$ cat src/rtl/program_sequencer.sv
// program_sequencer
// Multi-cycle fetch/decode/execute controller for the 16-bit-instruction core.
// Presents the PC and the latched program select to instruction memory and
// captures the fetched word into IR. Each instruction then steps through
// DECODE, EXECUTE and WRITEBACK. The register file and the ALU sit outside
// this block: it only drives their addresses, the ALU opcode and the
// writeback controls.
// Execution stops on HALT, on an undefined opcode, or when the last word of
// the program has retired without a HALT.

module program_sequencer #(
    parameter int PROG_DEPTH = 128,
    parameter int ADDR_W     = 8
) (
    input  logic              clk,
    input  logic              reset,
    input  logic              start,
    input  logic [1:0]        programSelectIn,
    input  logic [15:0]       instruction,
    output logic [ADDR_W-1:0] address,
    output logic [1:0]        programSelect,
    output logic [3:0]        regReadA,
    output logic [3:0]        regReadB,
    output logic [3:0]        aluOp,
    output logic [7:0]        immValue,
    output logic              immSelect,
    output logic              regWriteEn,
    output logic [3:0]        regWriteAddr,
    output logic              busy,
    output logic              halted,
    output logic              illegalOp,
    output logic              pcOverrun
);

    // Opcode encodings
    localparam logic [3:0] OP_SETC = 4'b0000;
    localparam logic [3:0] OP_COPY = 4'b0010;
    localparam logic [3:0] OP_ADD  = 4'b0100;
    localparam logic [3:0] OP_NEG  = 4'b0101;
    localparam logic [3:0] OP_AND  = 4'b0110;
    localparam logic [3:0] OP_OR   = 4'b0111;
    localparam logic [3:0] OP_SHL  = 4'b1000;
    localparam logic [3:0] OP_GT   = 4'b1011;
    localparam logic [3:0] OP_HALT = 4'b1110;

    // Last legal PC. No fetch is ever issued beyond it.
    localparam logic [ADDR_W-1:0] LAST_PC = ADDR_W'(PROG_DEPTH - 1);

    typedef enum logic [2:0] {
        S_IDLE      = 3'd0,
        S_FETCH     = 3'd1,
        S_DECODE    = 3'd2,
        S_EXECUTE   = 3'd3,
        S_WRITEBACK = 3'd4,
        S_HALTED    = 3'd5
    } state_t;

    state_t            r_state;
    logic [ADDR_W-1:0] r_pc;
    logic [1:0]        r_prog_sel;
    logic [15:0]       r_ir;
    logic              r_write_en;
    logic              r_imm_sel;
    logic              r_busy;
    logic              r_halted;
    logic              r_illegal;
    logic              r_overrun;

    logic [3:0]        w_op;
    logic              w_op_legal;

    // HALT is listed as legal here. DECODE tests for HALT before it tests
    // legality, so HALT never reaches EXECUTE.
    function automatic logic f_opcode_legal(input logic [3:0] op);
        logic legal;
        case (op)
            OP_SETC, OP_COPY, OP_ADD, OP_NEG, OP_AND,
            OP_OR, OP_SHL, OP_GT, OP_HALT: legal = 1'b1;
            default:                       legal = 1'b0;
        endcase
        return legal;
    endfunction

    assign w_op       = r_ir[15:12];
    assign w_op_legal = f_opcode_legal(w_op);

    // Sequencer FSM. All control outputs are registered and are set on the
    // edge that enters the state in which they must be seen.
    always_ff @(posedge clk) begin
        if (reset) begin
            r_state    <= S_IDLE;
            r_pc       <= '0;
            r_prog_sel <= 2'b00;
            r_ir       <= 16'h0000;
            r_write_en <= 1'b0;
            r_imm_sel  <= 1'b0;
            r_busy     <= 1'b0;
            r_halted   <= 1'b0;
            r_illegal  <= 1'b0;
            r_overrun  <= 1'b0;
        end else begin
            // Writeback controls are high only in the single WRITEBACK cycle.
            r_write_en <= 1'b0;
            r_imm_sel  <= 1'b0;
            case (r_state)
                S_IDLE, S_HALTED: begin
                    if (start) begin
                        r_state    <= S_FETCH;
                        r_pc       <= '0;
                        r_prog_sel <= programSelectIn;
                        r_illegal  <= 1'b0;
                        r_overrun  <= 1'b0;
                        r_busy     <= 1'b1;
                        r_halted   <= 1'b0;
                    end else begin
                        r_state    <= r_state;
                    end
                end
                S_FETCH: begin
                    r_ir    <= instruction;
                    r_state <= S_DECODE;
                end
                S_DECODE: begin
                    if (w_op == OP_HALT) begin
                        r_state  <= S_HALTED;
                        r_busy   <= 1'b0;
                        r_halted <= 1'b1;
                    end else if (!w_op_legal) begin
                        r_state   <= S_HALTED;
                        r_busy    <= 1'b0;
                        r_halted  <= 1'b1;
                        r_illegal <= 1'b1;
                    end else begin
                        r_state <= S_EXECUTE;
                    end
                end
                S_EXECUTE: begin
                    r_state    <= S_WRITEBACK;
                    r_write_en <= 1'b1;
                    r_imm_sel  <= (w_op == OP_SETC);
                end
                S_WRITEBACK: begin
                    if (r_pc == LAST_PC) begin
                        // Out of program space without a HALT. The PC stays put.
                        r_state   <= S_HALTED;
                        r_busy    <= 1'b0;
                        r_halted  <= 1'b1;
                        r_overrun <= 1'b1;
                    end else begin
                        r_pc    <= r_pc + ADDR_W'(1);
                        r_state <= S_FETCH;
                    end
                end
                default: begin
                    r_state  <= S_IDLE;
                    r_busy   <= 1'b0;
                    r_halted <= 1'b0;
                end
            endcase
        end
    end

    assign address       = r_pc;
    assign programSelect = r_prog_sel;
    assign aluOp         = r_ir[15:12];
    assign regWriteAddr  = r_ir[11:8];
    assign regReadA      = r_ir[7:4];
    assign regReadB      = r_ir[3:0];
    assign immValue      = r_ir[7:0];
    assign immSelect     = r_imm_sel;
    // A reset that arrives during WRITEBACK cancels the write in that cycle,
    // so the registered strobe is masked by reset.
    assign regWriteEn    = r_write_en & ~reset;
    assign busy          = r_busy;
    assign halted        = r_halted;
    assign illegalOp     = r_illegal;
    assign pcOverrun     = r_overrun;

endmodule
$ cat config.mk
export PLATFORM = sky130hd
export DESIGN_NAME = program_sequencer
export DESIGN_NICKNAME = d
export VERILOG_FILES = /design/src/rtl/program_sequencer.sv
export SDC_FILE = /design/constraint.sdc
export NUM_CORES = 1
export LEC_CHECK = 0
export ABC_AREA = 1
export CAP_MARGIN = 20
export CORE_MARGIN = 8
export CORE_UTILIZATION = 44
export CTS_BUF_LIST = sky130_fd_sc_hd__clkbuf_4 sky130_fd_sc_hd__clkbuf_8 sky130_fd_sc_hd__clkbuf_16
export DETAILED_ROUTE_END_ITERATION = 7
export GPL_ROUTABILITY_DRIVEN = 1
export GPL_TIMING_DRIVEN = 1
export PLACE_DENSITY = 0.86
export SYNTH_ARGS = -nofsm -noshare
export SYNTH_HDL_FRONTEND = slang
export SYNTH_SLANG_ARGS = --single-unit
$ cat constraint.sdc
create_clock -name clk -period 2.25 [get_ports clk]
set_input_delay 0.45 -clock clk [delete_from_list [all_inputs] [get_ports clk]]
set_output_delay 0.45 -clock clk [all_outputs]
set_load 0.02 [all_outputs]
==> results of run 1 <==
## through the flow
stage	setup slack, ps	hold WS [ps]	std cells
final	187	446	344
after global routing	100	459	344
after CTS	174	447	344
after detailed placement	112	437	337
after global placement	164	436	337
after floorplan	662	510	238
## cell usage after synthesis, drive strengths merged
library cell  instances  share of area (%)
a21oi                15                4.5
a31o                  1               0.52
a31oi                 1               0.75
buf                  11                4.8
clkbuf                3               0.67
dfxtp                36                 43
ha                    2                1.5
inv                  26                5.8
nand2                40                9.2
nand3                14                4.5
nand3b                2               0.89
nand4                 6                2.2
nor2                 57                 14
nor4                  1               0.37
o21ai                18                5.4
o21bai                2               0.89
or2                   2               0.75
xor2                  1               0.52
## worst max path at each step
stage | depth (start not counted) | end | start
after floorplan | 11 | w_op_legal$_DFF_P_ | r_state[0]$_SDFFE_PP0N_
after global placement | 11 | w_op_legal$_DFF_P_ | reset
after detailed placement | 10 | w_op_legal$_DFF_P_ | reset
after CTS | 3 | regWriteEn | reset
after global routing | 3 | regWriteEn | reset
final | 3 | regWriteEn | reset
## state kept, by name, indices dropped and copies added (netlist names)
signal and flops:
busy 1, immSelect 1, r_write_en 1, illegalOp 1
address 8, pcOverrun 1, r_ir 16, w_op_legal 1
r_state 3, programSelect 2, halted 1
## power by group
part / total, W / switching [W] / internal (W) / leakage [nW]
logic: 0.000478 / 0.000264 / 0.000214 / 0.671
registers: 0.000739 / 0.0000423 / 0.000697 / 0.295
clock network: 0.000491 / 0.000219 / 0.000272 / 0.0503
total: 0.00171 / 0.000526 / 0.00118 / 1.02
## kinds of logic after synthesis
group	after synthesis	synth area share [%]
flip-flops	36	43.0
adder cells (fa/ha/maj)	2	1.49
AND/OR/NAND/NOR	122	31.8
XOR/XNOR	1	0.522
AO/OA/AOI/OAI	37	12.0
buffers and inverters	40	11.3
## worst min-delay path: cells and delay by family, from the launching register on
family | cells | cell delay, ps
buffers and inverters | 1 | 50
AO/OA/AOI/OAI | 1 | 50
flip-flops | 1 | 310
## per-layer routing
metal | track usage (%) | routed length [um] | vias to the layer above | part of all wire (%)
met5 | 0 | 0 | - | 0
met4 | 5.66 | 62 | 0 | 1.5
met3 | 7.49 | 374 | 8 | 8.9
met2 | 23.9 | 1940 | 48 | 46
met1 | 15.6 | 1800 | 726 | 43
li1 | - | - | 866 | -
## cell type report
class / count / area, um^2
inverter: 26 / 97.6
clock buffer: 7 / 96.3
timing repair buffer: 65 / 638
fill: 342 / 1280
multi-input combinational: 162 / 768
sequential: 36 / 721
tap: 48 / 60.1
==> results.md, run 1 <==
* Crit-path max cell delay at 600 ps
* Die ar. at 6050 um^2
* Input/output buffers at 60
* Antenna cells at 0
* Post-cts sizing count at 0
* Avg Cell Area, Syn at 7.05 um^2
* Tightest Hold Check Type: reg2reg
* Pin count of the biggest net entering global routing at 18
* Gr ovfl total at 0
* Post-layout min period at 2060 ps
* Critical Path Fanout Max at 3
* Post-Synthesis Cells at 238
* Reg2reg end: address[5]$_SDFFE_PP0P_
* Synth Register Bits at 36
* Rows at 22
* Clk slew on worst S/H paths at 60 ps
* Area after DPL at 2280 um^2
* Slowest-stage cell, CP: clkdlybuf4s50_1
* CP delay by family, top: buffers and inverters
* Worst-margin pin slew at 308 ps
* Worst EP required at 1800 ps
* Layout Utilization at 65.0%
* Worst Skew at 3.81 ps
* Max VDD drop at 387 uV
* GP Congestion at 0.890
* Total of max-cap violations at 0
* P per Cell Area at 718 nW/um^2
* Worst reg2reg path depth at 7
* Hold path depth at 2
* Layout area overhead at 41.9%
* Initial antenna violation count at 0
* Antenna Violating Nets Remaining at 0
* Final Setup Violations at 0
* Most used cell, CP: clkdlybuf4s50_1
* RSZ-0062 raised after global routing: no
* Worst Min Path Start: pcOverrun$_SDFFE_PP0P_
* Pre-antenna DRT Iters at 4
* Iter 0 DRT Violations at 104
* Startpoint types: input port
* Num CTS Buffers at 5
* CP Cell Sequence: clkdlybuf4s50_1 > nor2_1 > clkdlybuf4s50_1
* CTS tree: done
* Setup bufs post-CTS at 0
* Wire per inst at 12.1 um
* Total power at 0.00171 W
* Starting Density at 45.8%
* Sum Neg Setup Slack at 0 ps
* Final nets at 319
* Clock Latency Late Sink at 290 ps
* Ratio of cells with drive above 1 in the final layout at 8.45%
* Crit. End Element: primary output
* Drt total wl at 4180 um
* CTS max path bufs at 2
* Reg2reg start: address[0]$_SDFFE_PP0P_
* Syn nets at 261
* Yosys warns at 0
* Number of global-route vias before repair at 1690
* Number of remaining DRC errors at 0
* Outcome: complete, no violations
* CTS Sinks at 36
* # H-tree levels at 2
* Mapped Area at 1680 um^2
* Clock Root Buffer: clkbuf_8
* Total track usage at 14.6%
* Max-slew violation count at 0
* Finished Cell Area at 2380 um^2
* Distinct cells, synth at 26
* Setup CP Type: in2out
* CORE AREA at 3660 um^2
* Hold Vio Cnt, Final at 0
* WP buf/inv at 2
* P_leak at 1.02 nW
* FMAX at 485 MHz
* Hold_buf cts at 0
* Commonest cells after routing, fill and taps aside: clkdlybuf4s50_1, nor2_1, nand2_1
* Die width at 77.8 um
* Fin crit share at 91.7%
* Vias after detailed routing at 1648
* Crit path DAT at 1610 ps
* Vias per Instance at 4.79
* Dpl hpwl at 3200 um
* Seq/Total Area, Yosys at 43.0%
* First-pass GRT wire length at 7310 um
* Top-level I/O count at 61
* FF-to-FF setup slack at 620 ps
* Worst hold endpoint: pcOverrun$_SDFFE_PP0P_
* Die Ht at 77.8 um
* Commonest non-fill, non-tap cell in the layout: clkdlybuf4s50_1
* Max_slew headroom at 79.4%
Note: power is estimated with default switching activity, not from simulation.
==> run 2, diff against run 1 <==
Settings changed: CORE_UTILIZATION 44 to 43, PLACE_DENSITY 0.86 to 0.85, RECOVER_POWER from default to 50.
Clock period 2.25 ns to 1.95 ns, I/O delays scaled along.
==> results.md, run 2 (synthesis results as in run 1) <==
* Clk slew on worst S/H paths at 70 ps (was 60 ps)
* Finished Cell Area at 2370 um^2 (was 2380 um^2)
* Max-slew violation count at 0 (unchanged)
* Hold_buf cts at 0 (unchanged)
* Die ar. at 6160 um^2 (was 6050 um^2)
* Pre-antenna DRT Iters at 4 (unchanged)
* Register area at 721 um^2 (unchanged)
* Worst slack, placed at 19.9 ps (was 112 ps)
* Multi-input gate area at 768 um^2 (unchanged)
* Total of max-cap violations at 0 (unchanged)
* Commonest non-fill, non-tap cell in the layout: nor2_1 (was clkdlybuf4s50_1)
* Crit path DAT at 1920 ps (was 1610 ps)
* Final Setup Violations at 0 (unchanged)
* Total power at 0.00193 W (was 0.00171 W)
* Wire per inst at 12.6 um (was 12.1 um)
* Area after DPL at 2290 um^2 (was 2280 um^2)
* GP Congestion at 0.828 (was 0.890)
* Worst setup path endpoint: w_op_legal$_DFF_P_ (was regWriteEn)
* Clock Root Buffer: clkbuf_8 (unchanged)
* Initial antenna violation count at 0 (unchanged)
* Hold Vio Cnt, Final at 0 (unchanged)
* Num CTS Buffers at 5 (unchanged)
* CTS tree: done (unchanged)
* Worst reg2reg path depth at 12 (was 7)
* Die width at 78.5 um (was 77.8 um)
* Setup CP Type: reg2reg (was in2out)
* CORE AREA at 3720 um^2 (was 3660 um^2)
* Final nets at 320 (was 319)
* Worst-margin pin slew at 471 ps (was 308 ps)
* Top-level I/O count at 61 (unchanged)
* Final hold slack at 451 ps (was 446 ps)
* FMAX at 571 MHz
* Max reg flops at 16 (unchanged)
* Tightest Hold Check Type: reg2reg (unchanged)
* Iter 0 DRT Violations at 79 (was 104)
* Clock Latency Late Sink at 280 ps (was 290 ps)
* Number of remaining DRC errors at 0 (unchanged)
* Vias after detailed routing at 1669 (was 1648)
* P_leak at 1.04 nW (was 1.02 nW)
* FF-to-FF setup slack at 200 ps (was 620 ps)
* Post-cts sizing count at 0 (unchanged)
* Startpoint types: register (was input port)
* Outcome: complete, no violations (unchanged)
* Dpl hpwl at 3370 um (was 3200 um)
* Antenna Violating Nets Remaining at 0 (unchanged)
* Crit path launch: r_state[0]$_SDFFE_PP0N_ (was reset)
* Number of global-route vias before repair at 1689 (was 1690)
* Worst EP required at 2120 ps (was 1800 ps)
* Most flops, register: r_ir (unchanged)
* Commonest cells after routing, fill and taps aside: nor2_1, clkdlybuf4s50_1, nand2_1 (was clkdlybuf4s50_1, nor2_1, nand2_1)
* Worst Skew at 7.71 ps (was 3.81 ps)
* CTS max path bufs at 2 (unchanged)
* Ratio of cells with drive above 1 in the final layout at 8.05% (was 8.45%)
* Setup bufs post-CTS at 0 (unchanged)
* RSZ-0062 raised after global routing: no (unchanged)
* Drt total wl at 4350 um (was 4180 um)
* Pin count of the biggest net entering global routing at 18 (unchanged)
* Sum Neg Setup Slack at 0 ps (unchanged)
* Max VDD drop at 470 uV (was 387 uV)
* Rows at 22 (unchanged)
* Gr ovfl total at 0 (unchanged)
* Vias per Instance at 4.82 (was 4.79)
* Reg2reg end: w_op_legal$_DFF_P_ (was address[5]$_SDFFE_PP0P_)
* Input/output buffers at 60 (unchanged)
* Antenna cells at 0 (unchanged)
* Critical Path Fanout Max at 12 (was 3)
* Layout area overhead at 41.1% (was 41.9%)
* Die Ht at 78.5 um (was 77.8 um)
* Crit. End Element: register (was primary output)
* Setup ws final at 197 ps (was 187 ps)
* Reg2reg start: r_state[0]$_SDFFE_PP0N_ (was address[0]$_SDFFE_PP0P_)
* First-pass GRT wire length at 7230 um (was 7310 um)
* Starting Density at 45.2% (was 45.8%)
* Post-layout min period at 1750 ps
* Filler instances at 352 (was 342)
* Total track usage at 14.1% (was 14.6%)
* P per Cell Area at 815 nW/um^2 (was 718 nW/um^2)
* Fin crit share at 89.9%
* Max_slew headroom at 68.6% (was 79.4%)
* # H-tree levels at 2 (unchanged)
* CTS Sinks at 36 (unchanged)
run 2: cell count changes in the layout (fill, tap and decap cells not counted):
cell,previous run,this run
clkinv_2,0,2
clkdlybuf4s50_1,60,46
o21ai_1,0,1
dlygate4sd3_1,0,13
clkbuf_4,0,1
buf_4,5,2
clkbuf_1,0,4
clkbuf_8,7,6
o21ai_0,18,17
run 2: routing by layer:
metal	track usage (%)	up-vias	routed length (um)
met4	5.19	0	63
met3	4.67	7	306
met5	0	-	0
met2	25.0	46	2170
li1	-	870	-
met1	15.3	746	1810
run 2: power by group:
group          internal, W  total [W]  switching (W)
clock network     0.000282   0.000533       0.000252
logic             0.000234   0.000543       0.000309
registers         0.000804   0.000852      0.0000481
run 2: worst min path at each step:
stage                                start                      to  slack, ps  depth (start not counted)
CTS                 pcOverrun$_SDFFE_PP0P_  pcOverrun$_SDFFE_PP0P_        450                          2
finish              pcOverrun$_SDFFE_PP0P_  pcOverrun$_SDFFE_PP0P_        450                          2
global placement    pcOverrun$_SDFFE_PP0P_  pcOverrun$_SDFFE_PP0P_        430                          2
detailed placement  pcOverrun$_SDFFE_PP0P_  pcOverrun$_SDFFE_PP0P_        440                          2
floorplan                            reset    immSelect$_SDFF_PP0_        470                          1
global route        pcOverrun$_SDFFE_PP0P_  pcOverrun$_SDFFE_PP0P_        470                          2
run 2: final cells by class:
class | count | area share (%)
Clock buffer | 6 | 3.49
Inverter | 26 | 4.12
Clock inverter | 2 | 0.423
Tap cell | 48 | 2.54
Timing Repair Buffer | 66 | 26.5
Multi-Input combinational cell | 162 | 32.5
Sequential cell | 36 | 30.4
run 2: critical path, cell delays in order, from the launching register on:
cell	delay (ps)
dfxtp_1	370
inv_1	90
nor2_2	170
nand2_2	200
nand2_1	100
nand2_1	60
nor2_2	90
inv_1	70
ha_1	280
inv_1	50
nand2_1	50
nand3_1	60
nand2_1	50
run 2: through the flow:
| step | std cells | utilization [%] |
|---|---|---|
| floorplan | 238 | - |
| global placement | 338 | 61.7 |
| detailed placement | 338 | 61.7 |
| CTS | 346 | 64.2 |
| global route | 346 | 63.7 |
| finish | 346 | 63.7 |
==> run 3, diff against run 2 <==
Settings changed: ABC_AREA 1 to default, RECOVER_POWER 50 to 25.
==> results.md, run 3 <==
* Worst Skew at 2.83 ps (was 7.71 ps)
* Avg Cell Area, Syn at 8.41 um^2 (was 7.05 um^2)
* Max-slew violation count at 0 (unchanged)
* Area share of fa/ha/maj cells after synthesis at 1.49% (about the same)
* Synth Area in XOR/XNOR at 0.521% (was 0.522%)
* Synth top area cells: dfxtp_1, nand2_1, a21oi_1 (was dfxtp_1, nor2_1, nand2_1)
* Drt total wl at 4450 um (was 4350 um)
* Crit-path max cell delay at 480 ps (was 370 ps)
* Crit path DAT at 1990 ps (was 1920 ps)
* Wire per inst at 14.4 um (was 12.6 um)
* Layout Utilization at 64.6% (was 63.7%)
* Number of remaining DRC errors at 0 (unchanged)
* Area after DPL at 2330 um^2 (was 2290 um^2)
* Vias per Instance at 5.19 (was 4.82)
* Mapped Area at 1680 um^2 (about the same)
* Distinct cells, synth at 44 (was 26)
* Ys flop type: dfxtp_1 (unchanged)
* P per Cell Area at 702 nW/um^2 (was 815 nW/um^2)
* Sw Share at 27.5% (was 31.6%)
* Total track usage at 14.7% (was 14.1%)
* Die ar. at 6170 um^2 (was 6160 um^2)
* Hold Vio Cnt, Final at 0 (unchanged)
* Top-level I/O count at 61 (unchanged)
* Multiplexer area fraction after synthesis at 3.72% (was 0%)
* Clock Power Share at 29.1% (was 27.7%)
* Most used cell, CP: clkbuf_2 (was nand2_1)
* Tightest Hold Check Type: reg2reg (unchanged)
* First-pass GRT wire length at 7300 um (was 7230 um)
* CORE AREA at 3720 um^2 (unchanged)
* Most flops, register: r_ir (unchanged)
* Post-Synthesis Cells at 200 (was 238)
* Outcome: complete, no violations (unchanged)
* Setup ws final at 135 ps (was 197 ps)
* Commonest cells after routing, fill and taps aside: clkdlybuf4s50_1, dfxtp_1, nand2_1 (was nor2_1, clkdlybuf4s50_1, nand2_1)
* Antenna Violating Nets Remaining at 0 (unchanged)
* Initial antenna violation count at 0 (unchanged)
* GP Congestion at 0.799 (was 0.828)
* Sequential share of power at 47.6% (was 44.2%)
* Worst slack, placed at -23.5 ps (was 19.9 ps)
* Syn nets at 223 (was 261)
* Max VDD drop at 606 uV (was 470 uV)
* Layout area overhead at 42.9% (was 41.1%)
* Hold_buf cts at 0 (unchanged)
* Main combinational cell family by area after synthesis: simple AND/OR/NAND/NOR gates (unchanged)
* Startpoint types: input port (was register)
* Clock Root Buffer: clkbuf_8 (unchanged)
* FMAX at 551 MHz (was 571 MHz)
* CP delay by family, top: buffers and inverters (was simple AND/OR/NAND/NOR gates)
* Compound-Gate Fraction of Synth Area at 21.4% (was 12.0%)
* Sum Neg Setup Slack at 0 ps (unchanged)
* Slowest-stage cell, CP: clkdlybuf4s50_1 (was dfxtp_1)
* Starting Density at 45.3% (was 45.2%)
* Post-layout min period at 1820 ps (was 1750 ps)
* Leading area contributor after synthesis: dfxtp_1 (unchanged)
* Post-Synth Simple-Gate Area at 22.8% (was 31.8%)
* Number of global-route vias before repair at 1546 (was 1689)
* Pre-antenna DRT Iters at 4 (unchanged)
* Final nets at 285 (was 320)
* CTS Sinks at 36 (unchanged)
* CTS tree: done (unchanged)
* Clock Latency Late Sink at 280 ps (about the same)
* Worst EP required at 2130 ps (was 2120 ps)
* Setup CP Type: in2reg (was reg2reg)
* RSZ-0062 raised after global routing: no (unchanged)
* Critical Path Fanout Max at 21 (was 12)
* Internal power at 0.00122 W (was 0.00132 W)
* CP Cell Sequence: clkdlybuf4s50_1 > clkbuf_2 > clkbuf_2 > nor3b_1 > and2_1 (was inv_1 > nor2_2 > nand2_2 > nand2_1 > nand2_1 > nor2_2 > inv_1 > ha_1 > inv_1 > nand2_1 > nand3_1 > nand2_1)
* Worst-margin pin slew at 451 ps (was 471 ps)
* Max reg flops at 16 (unchanged)
* Iter 0 DRT Violations at 142 (was 79)
* Synth top cells by count: dfxtp_1, nand2_1, a21oi_1 (was nor2_1, nand2_1, dfxtp_1)
* Antenna cells at 0 (unchanged)
* Total of max-cap violations at 0 (unchanged)
* Final Setup Violations at 0 (unchanged)
* Post-synth EDFFs at 0 (unchanged)
* Fin crit share at 93.1% (was 89.9%)
* Seq/Total Area, Yosys at 42.9% (was 43.0%)
* Finished Cell Area at 2400 um^2 (was 2370 um^2)
* Commonest non-fill, non-tap cell in the layout: clkdlybuf4s50_1 (was nor2_1)
* CTS max path bufs at 2 (unchanged)
* Clk slew on worst S/H paths at 60 ps (was 70 ps)
* Post-cts sizing count at 1 (was 0)
* Input/output buffers at 60 (unchanged)
* Yosys top cell area share at 42.9% (was 43.0%)
* Rows at 22 (unchanged)
* Synth Register Bits at 36 (unchanged)
* Setup bufs post-CTS at 0 (unchanged)
* # H-tree levels at 2 (unchanged)
* Die width at 78.5 um (about the same)
* Gr ovfl total at 0 (unchanged)
* Yosys warns at 0 (unchanged)
* P_leak at 0.880 nW (was 1.04 nW)
* WP buf/inv at 3 (unchanged)
* Max_slew headroom at 69.9% (was 68.6%)
* Fraction of registers with async set/reset at 0% (unchanged)
* Die Ht at 78.5 um (about the same)
* Pin count of the biggest net entering global routing at 22 (was 18)
* Most numerous cell in the Yosys netlist: dfxtp_1 (was nor2_1)
* Dpl hpwl at 3450 um (was 3370 um)
* P_sw at 0.000463 W (was 0.000609 W)
* Num CTS Buffers at 5 (unchanged)
* Crit. End Element: register (unchanged)
* Vias after detailed routing at 1608 (was 1669)
* Ratio of cells with drive above 1 in the final layout at 8.78% (was 8.05%)
* Combinational share of power at 23.4% (was 28.2%)
## run 3: stage by stage
step,total power (W),std cells,hold WS (ps)
CTS,0.00172,310,465
global placement,0.00121,303,442
global route,0.00177,310,479
finish,0.00169,310,462
detailed placement,0.00122,303,455
floorplan,0.00105,200,526
## run 3: area by class of cell
type	instances	area, um^2
clock buffers	6	76.3
clock inverters	1	5.00
fillers	318	1310
inverters	4	15.0
multi-input cells	142	840
flip-flops and latches	36	721
well taps	48	60.1
repair buffers	73	686
## run 3: routing by layer
metal | vias up | routed length [um] | track usage, %
met5 | - | 0 | 0
li1 | 828 | - | -
met4 | 0 | 89 | 7.22
met2 | 39 | 2230 | 24.6
met1 | 732 | 1940 | 17.3
met3 | 9 | 185 | 3.08
## run 3: cells by family after synthesis
kind of cell,Yosys count
xor gates and xnor gates,1
DFF,36
adders and majority gates,2
muxes,5
buffers and inverters,22
and+or+nand+nor,77
AOI/OAI and AO/OA,57
## run 3: power by group through the flow
stage / registers [W] / logic [W] / clock network [W]
5_1_grt: 0.000808 / 0.000428 / 0.000532
2_1_floorplan: 0.000857 / 0.000190 / 0
6_report: 0.000803 / 0.000395 / 0.000490
4_1_cts: 0.000802 / 0.000402 / 0.000513
3_3_place_gp: 0.000817 / 0.000395 / 0
3_5_place_dp: 0.000819 / 0.000400 / 0
## run 3: worst paths after layout
| check | to | slack [ps] | from | cells after the start |
|---|---|---|---|---|
| hold / removal | r_ir[11]$_SDFFE_PP0N_ | 460 | r_ir[11]$_SDFFE_PP0N_ | 2 |
| setup reg to reg | halted$_SDFFE_PP0P_ | 170 | address[1]$_SDFFE_PP0P_ | 5 |
| hold reg to reg | r_ir[11]$_SDFFE_PP0N_ | 460 | r_ir[11]$_SDFFE_PP0N_ | 2 |
| setup / recovery | immSelect$_SDFF_PP0_ | 130 | reset | 5 |
## run 3: tightest hold or removal path: stages (launching register included)
cell	delay (ps)
dfxtp_1	310
nand2_1	50
a21oi_1	50
==> variant 1 (flow settings as in run 1) <==
Reset style: asynchronous (`reset`), changed in one clocked block.
--- a/src/rtl/program_sequencer.sv
+++ b/src/rtl/program_sequencer.sv
@@ -86,7 +86,7 @@
 
     // Sequencer FSM. All control outputs are registered and are set on the
     // edge that enters the state in which they must be seen.
-    always_ff @(posedge clk) begin
+    always_ff @(posedge clk or posedge reset) begin
         if (reset) begin
             r_state    <= S_IDLE;
             r_pc       <= '0;
Behaviour: differs if reset is asserted again (counterexample within 4 cycles, from zero or initial values and one cycle with reset high); with reset held inactive, the same outputs for 10 cycles.
==> variant 1 against run 1 <==
- synthesized area is 4.7% higher
- sequential cell count is 1 lower
- synthesized cell count is 27% lower
- cell area is 1.8% higher
- setup slack better by 12 ps
- wire length is 6.4% lower
- first-iteration DRC count is 66% lower
- critical path depth stayed put
- sequential share of layout area is 5.9 points higher
Power is not compared: it rests on default switching activity, and its combinational part moved more than twofold at a synthesized area within 25%.
==> variant 1: results (changes against run 1) <==
status: finished clean (unchanged)
share of cells above drive strength 1: 16.3% (was 8.45%)
Crit Path Max Fanout: 2 (was 3)
Synth Area in XOR/XNOR: 0.997% (was 0.522%)
Compound-Gate Fraction of Synth Area: 5.41% (was 12.0%)
final setup margin: 199 ps (was 187 ps)
first-pass GRT wire length: 6290 um (was 7310 um)
adder-cell area share of the yosys netlist: 2.14% (was 1.49%)
P_leak: 1.13 nW
Vias/cell: 4.87 (was 4.79)
Worst R2R Setup Slack: 820 ps (was 620 ps)
Async SR Flop Fraction: 100% (was 0%)
register area: 876 um^2 (was 721 um^2)
synth top area cells: dfrtp_1 (50%), mux2_4 (11%), nand2_1 (6.6%) (was dfxtp_1 (43%), nor2_1 (12%), nand2_1 (8.5%))
average wire per standard cell: 13.8 um (was 12.1 um)
inverters: 23 (was 26)
Total Routing Usage GR: 12.4% (was 14.6%)
fillers: 353 (was 342)
Worst R2R Path Depth: 9 (was 7)
hold path start: busy (was pcOverrun)
Clock buf/inv share: 3.66% (was 4.05%)
multi-input logic cell count: 106 (was 162)
RePlAce Congestion: 0.853 (was 0.890)
NumNets Final: 256 (was 319)
fraction of area in multi-input gates: 28.8% (was 32.3%)
R2R Path End: address[5] (unchanged)
met2 wire len: 1950 um (was 1940 um)
GRT met1 Usage: 14.3% (was 15.6%)
vias in the first global route: 1393 (was 1690)
Primary FF master, synth: dfrtp_1 (was dfxtp_1)
met3 wire length: 227 um (was 374 um)
Iteration-0 DRC Markers: 35 (was 104)
routed metal-1 wire length: 1700 um (was 1800 um)
Slew Limit Headroom: 71.7% (was 79.4%)
Layout Skew: 4.02 ps (was 3.81 ps)
max incr delay on CP: 620 ps (was 600 ps)
port bufs: 60 (unchanged)
clk sink count: 35 (was 36)
Data buffer area share: 25.1% (was 26.8%)
mux cell area share after synthesis: 11.1% (was 0%)
register area share after synthesis: 49.9% (was 43.0%)
largest net degree at the start of global routing: 36 (was 18)
met2 usage: 21.2% (was 23.9%)
Cell variety after synth: 25 (was 26)
Synth top cells by count: dfrtp_1 (35), nand2_1 (31), inv_1 (17), nor2_1 (14) (was nor2_1 (52), nand2_1 (38), dfxtp_1 (36), inv_1 (25), o21ai_0 (18))
non-clock buffer instance count of the final layout: 61 (was 65)
-- variant 1: cell types whose count changed after synthesis, sizes merged, moves of 4 or more --
cell / before / now
o21ai: 18 / 9
nand2: 40 / 36
nor2: 57 / 14
a21oi: 15 / 5
dfxtp: 36 / 0
mux2: 0 / 13
dfrtp: 0 / 35
-- variant 1: report_power, final --
| part | switching [mW] | total, mW | internal (mW) |
|---|---|---|---|
| Sequential | 0.187 | 1.05 | 0.867 |
| Clock | 0.218 | 0.446 | 0.228 |
| Combinational | 0.949 | 1.85 | 0.903 |
-- variant 1: stage by stage --
step	hold WS (ps)	utilization, %	cells	power (mW)	area, um^2
3_5_place_dp	467	59.7	275	2.94	2340
3_3_place_gp	465	59.7	275	2.88	2340
5_1_grt	512	62.0	283	3.57	2420
2_1_floorplan	560	-	174	2.32	1760
4_1_cts	488	62.0	283	3.40	2420
6_report	485	62.0	283	3.35	2420
-- variant 1: worst min-delay path, cell delays in order, from the launching register on --
cell     delay (ps)
dfrtp_1         350
nand2_1          50
nand2_1          50
==> variant 2 (config.mk and constraints of run 1) <==
Without the edit above. The parameter `ADDR_W` goes from 8 to 6.
--- a/src/rtl/program_sequencer.sv
+++ b/src/rtl/program_sequencer.sv
@@ -10,7 +10,7 @@
 
 module program_sequencer #(
     parameter int PROG_DEPTH = 128,
-    parameter int ADDR_W     = 8
+    parameter int ADDR_W     = 6
 ) (
     input  logic              clk,
     input  logic              reset,
Interface: changed (resized address); port bits go from 61 to 59. No check against the original RTL was run, so the function may have changed too.
==> variant 2 against run 1 <==
- sequential share of layout area is 0.76 points higher
- critical path type unchanged
- worst hold slack gained 5.3 ps
- critical path depth unchanged
- sequential cell count is 2 lower
- setup slack improved by 32 ps
- cell area decreased by 7.9%
- combinational power shrank 13%
- sequential power fell by 6.2%
- final cell count is 5.5% lower
- wire length shrank 2.1%
- power is 16% lower
- synthesized area shrank 7.8%
==> variant 2: results (changes against run 1) <==
vias in the first global route: 1543 (was 1690)
met3 wire length: 347 um (was 374 um)
Max Used Layer: met4 (unchanged)
Slew Limit Headroom: 78.4% (was 79.4%)
DP Cell Count: 318 (was 337)
met2 wire len: 1930 um (was 1940 um)
hold path start: halted (was pcOverrun)
port bufs: 58 (was 60)
Vias/cell: 4.81 (was 4.79)
synth top area cells: dfxtp_1 (44%), nor2_1 (12%), nand2_1 (8.7%) (was dfxtp_1 (43%), nor2_1 (12%), nand2_1 (8.5%))
clk root buf: clkbuf_4 (was clkbuf_8)
Power Sequential: 0.693 mW (was 0.739 mW)
final wirelength: 4090 um (was 4180 um)
sequential fraction of design power: 48.2% (was 43.3%)
register area share after synthesis: 44.0% (was 43.0%)
via count: 1562 (was 1648)
Primary FF master, synth: dfxtp_1 (unchanged)
Synth top cells by count: nor2_1 (50), nand2_1 (36), dfxtp_1 (34), inv_1 (21), o21ai_0 (15) (was nor2_1 (52), nand2_1 (38), dfxtp_1 (36), inv_1 (25), o21ai_0 (18))
share of cells above drive strength 1: 7.53% (was 8.45%)
Iteration-0 DRC Markers: 93 (was 104)
worst slack, placed: 216 ps (was 112 ps)
Layout Skew: 5.35 ps (was 3.81 ps)
first-pass GRT wire length: 6720 um (was 7310 um)
P_leak: 0.942 nW (was 1.02 nW)
clock slew seen by the registers of the worst setup and hold paths: 90 ps (was 60 ps)
worst path arrival time: 1580 ps (was 1610 ps)
fillers: 330 (was 342)
routed metal-1 wire length: 1750 um (was 1800 um)
FF-to-FF Start: r_state[0] (was address[0])
status: finished clean (unchanged)
Worst-Skew Late Latency: 330 ps (was 290 ps)
DP Area: 0.00214 mm^2 (was 0.00228 mm^2)
initial antenna violation count: 0 (unchanged)
RePlAce Congestion: 0.883 (was 0.890)
met3 Usage GRT: 6.13% (was 7.49%)
met2 usage: 24.6% (was 23.9%)
NumNets Final: 302 (was 319)
# H-tree levels: 2 (unchanged)
Detailed Place HPWL: 3120 um (was 3200 um)
Crit Path Max Fanout: 2 (was 3)
Total Routing Usage GR: 15.2% (was 14.6%)
Slowest cell on crit path: clkdlybuf4s50_1 (unchanged)
clock power share: 22.9% (was 28.8%)
Synth Net Count: 245 (was 261)
maximum VDD drop: 462 uV (was 387 uV)
Syn Inst Count: 222 (was 238)
Cell variety after synth: 25 (was 26)
Switching Power: 0.452 mW (was 0.526 mW)
largest net degree at the start of global routing: 19 (was 18)
GRT met1 Usage: 17.4% (was 15.6%)
## variant 2: cell types whose count changed after synthesis, sizes merged, moves of 2 or more
cell / change
nor2: -5
nand2: -4
o21ai: +4
nand4: -3
dfxtp: -2
inv: -2
nor3: +2
o21bai: -2
## variant 2: area by class of cell
class                      instances  area, um^2  share of cell area, %
clock buffer                       7        52.6                   2.40
inverter                          25        93.8                   4.28
multi-input combinational        150         691                   31.5
sequential                        34         681                   31.0
tap                               46        57.6                   2.62
timing repair buffer              63         618                   28.2
## variant 2: cells by family after synthesis
logic type / count (synthesis) / synth area share [%]
and+or+nand+nor: 110 / 30.4
buffers and inverters: 38 / 11.3
adders and majority gates: 2 / 1.62
DFF: 34 / 44.0
AOI/OAI and AO/OA: 38 / 12.6
## variant 2: path summary, 6_finish.rpt
path / end / slack (ps) / cells past startpoint
worst max register to register: w_op_legal / 520 / 10
worst min register to register: halted / 450 / 2
worst max-delay path: regWriteEn / 220 / 3
worst min-delay path: halted / 450 / 2
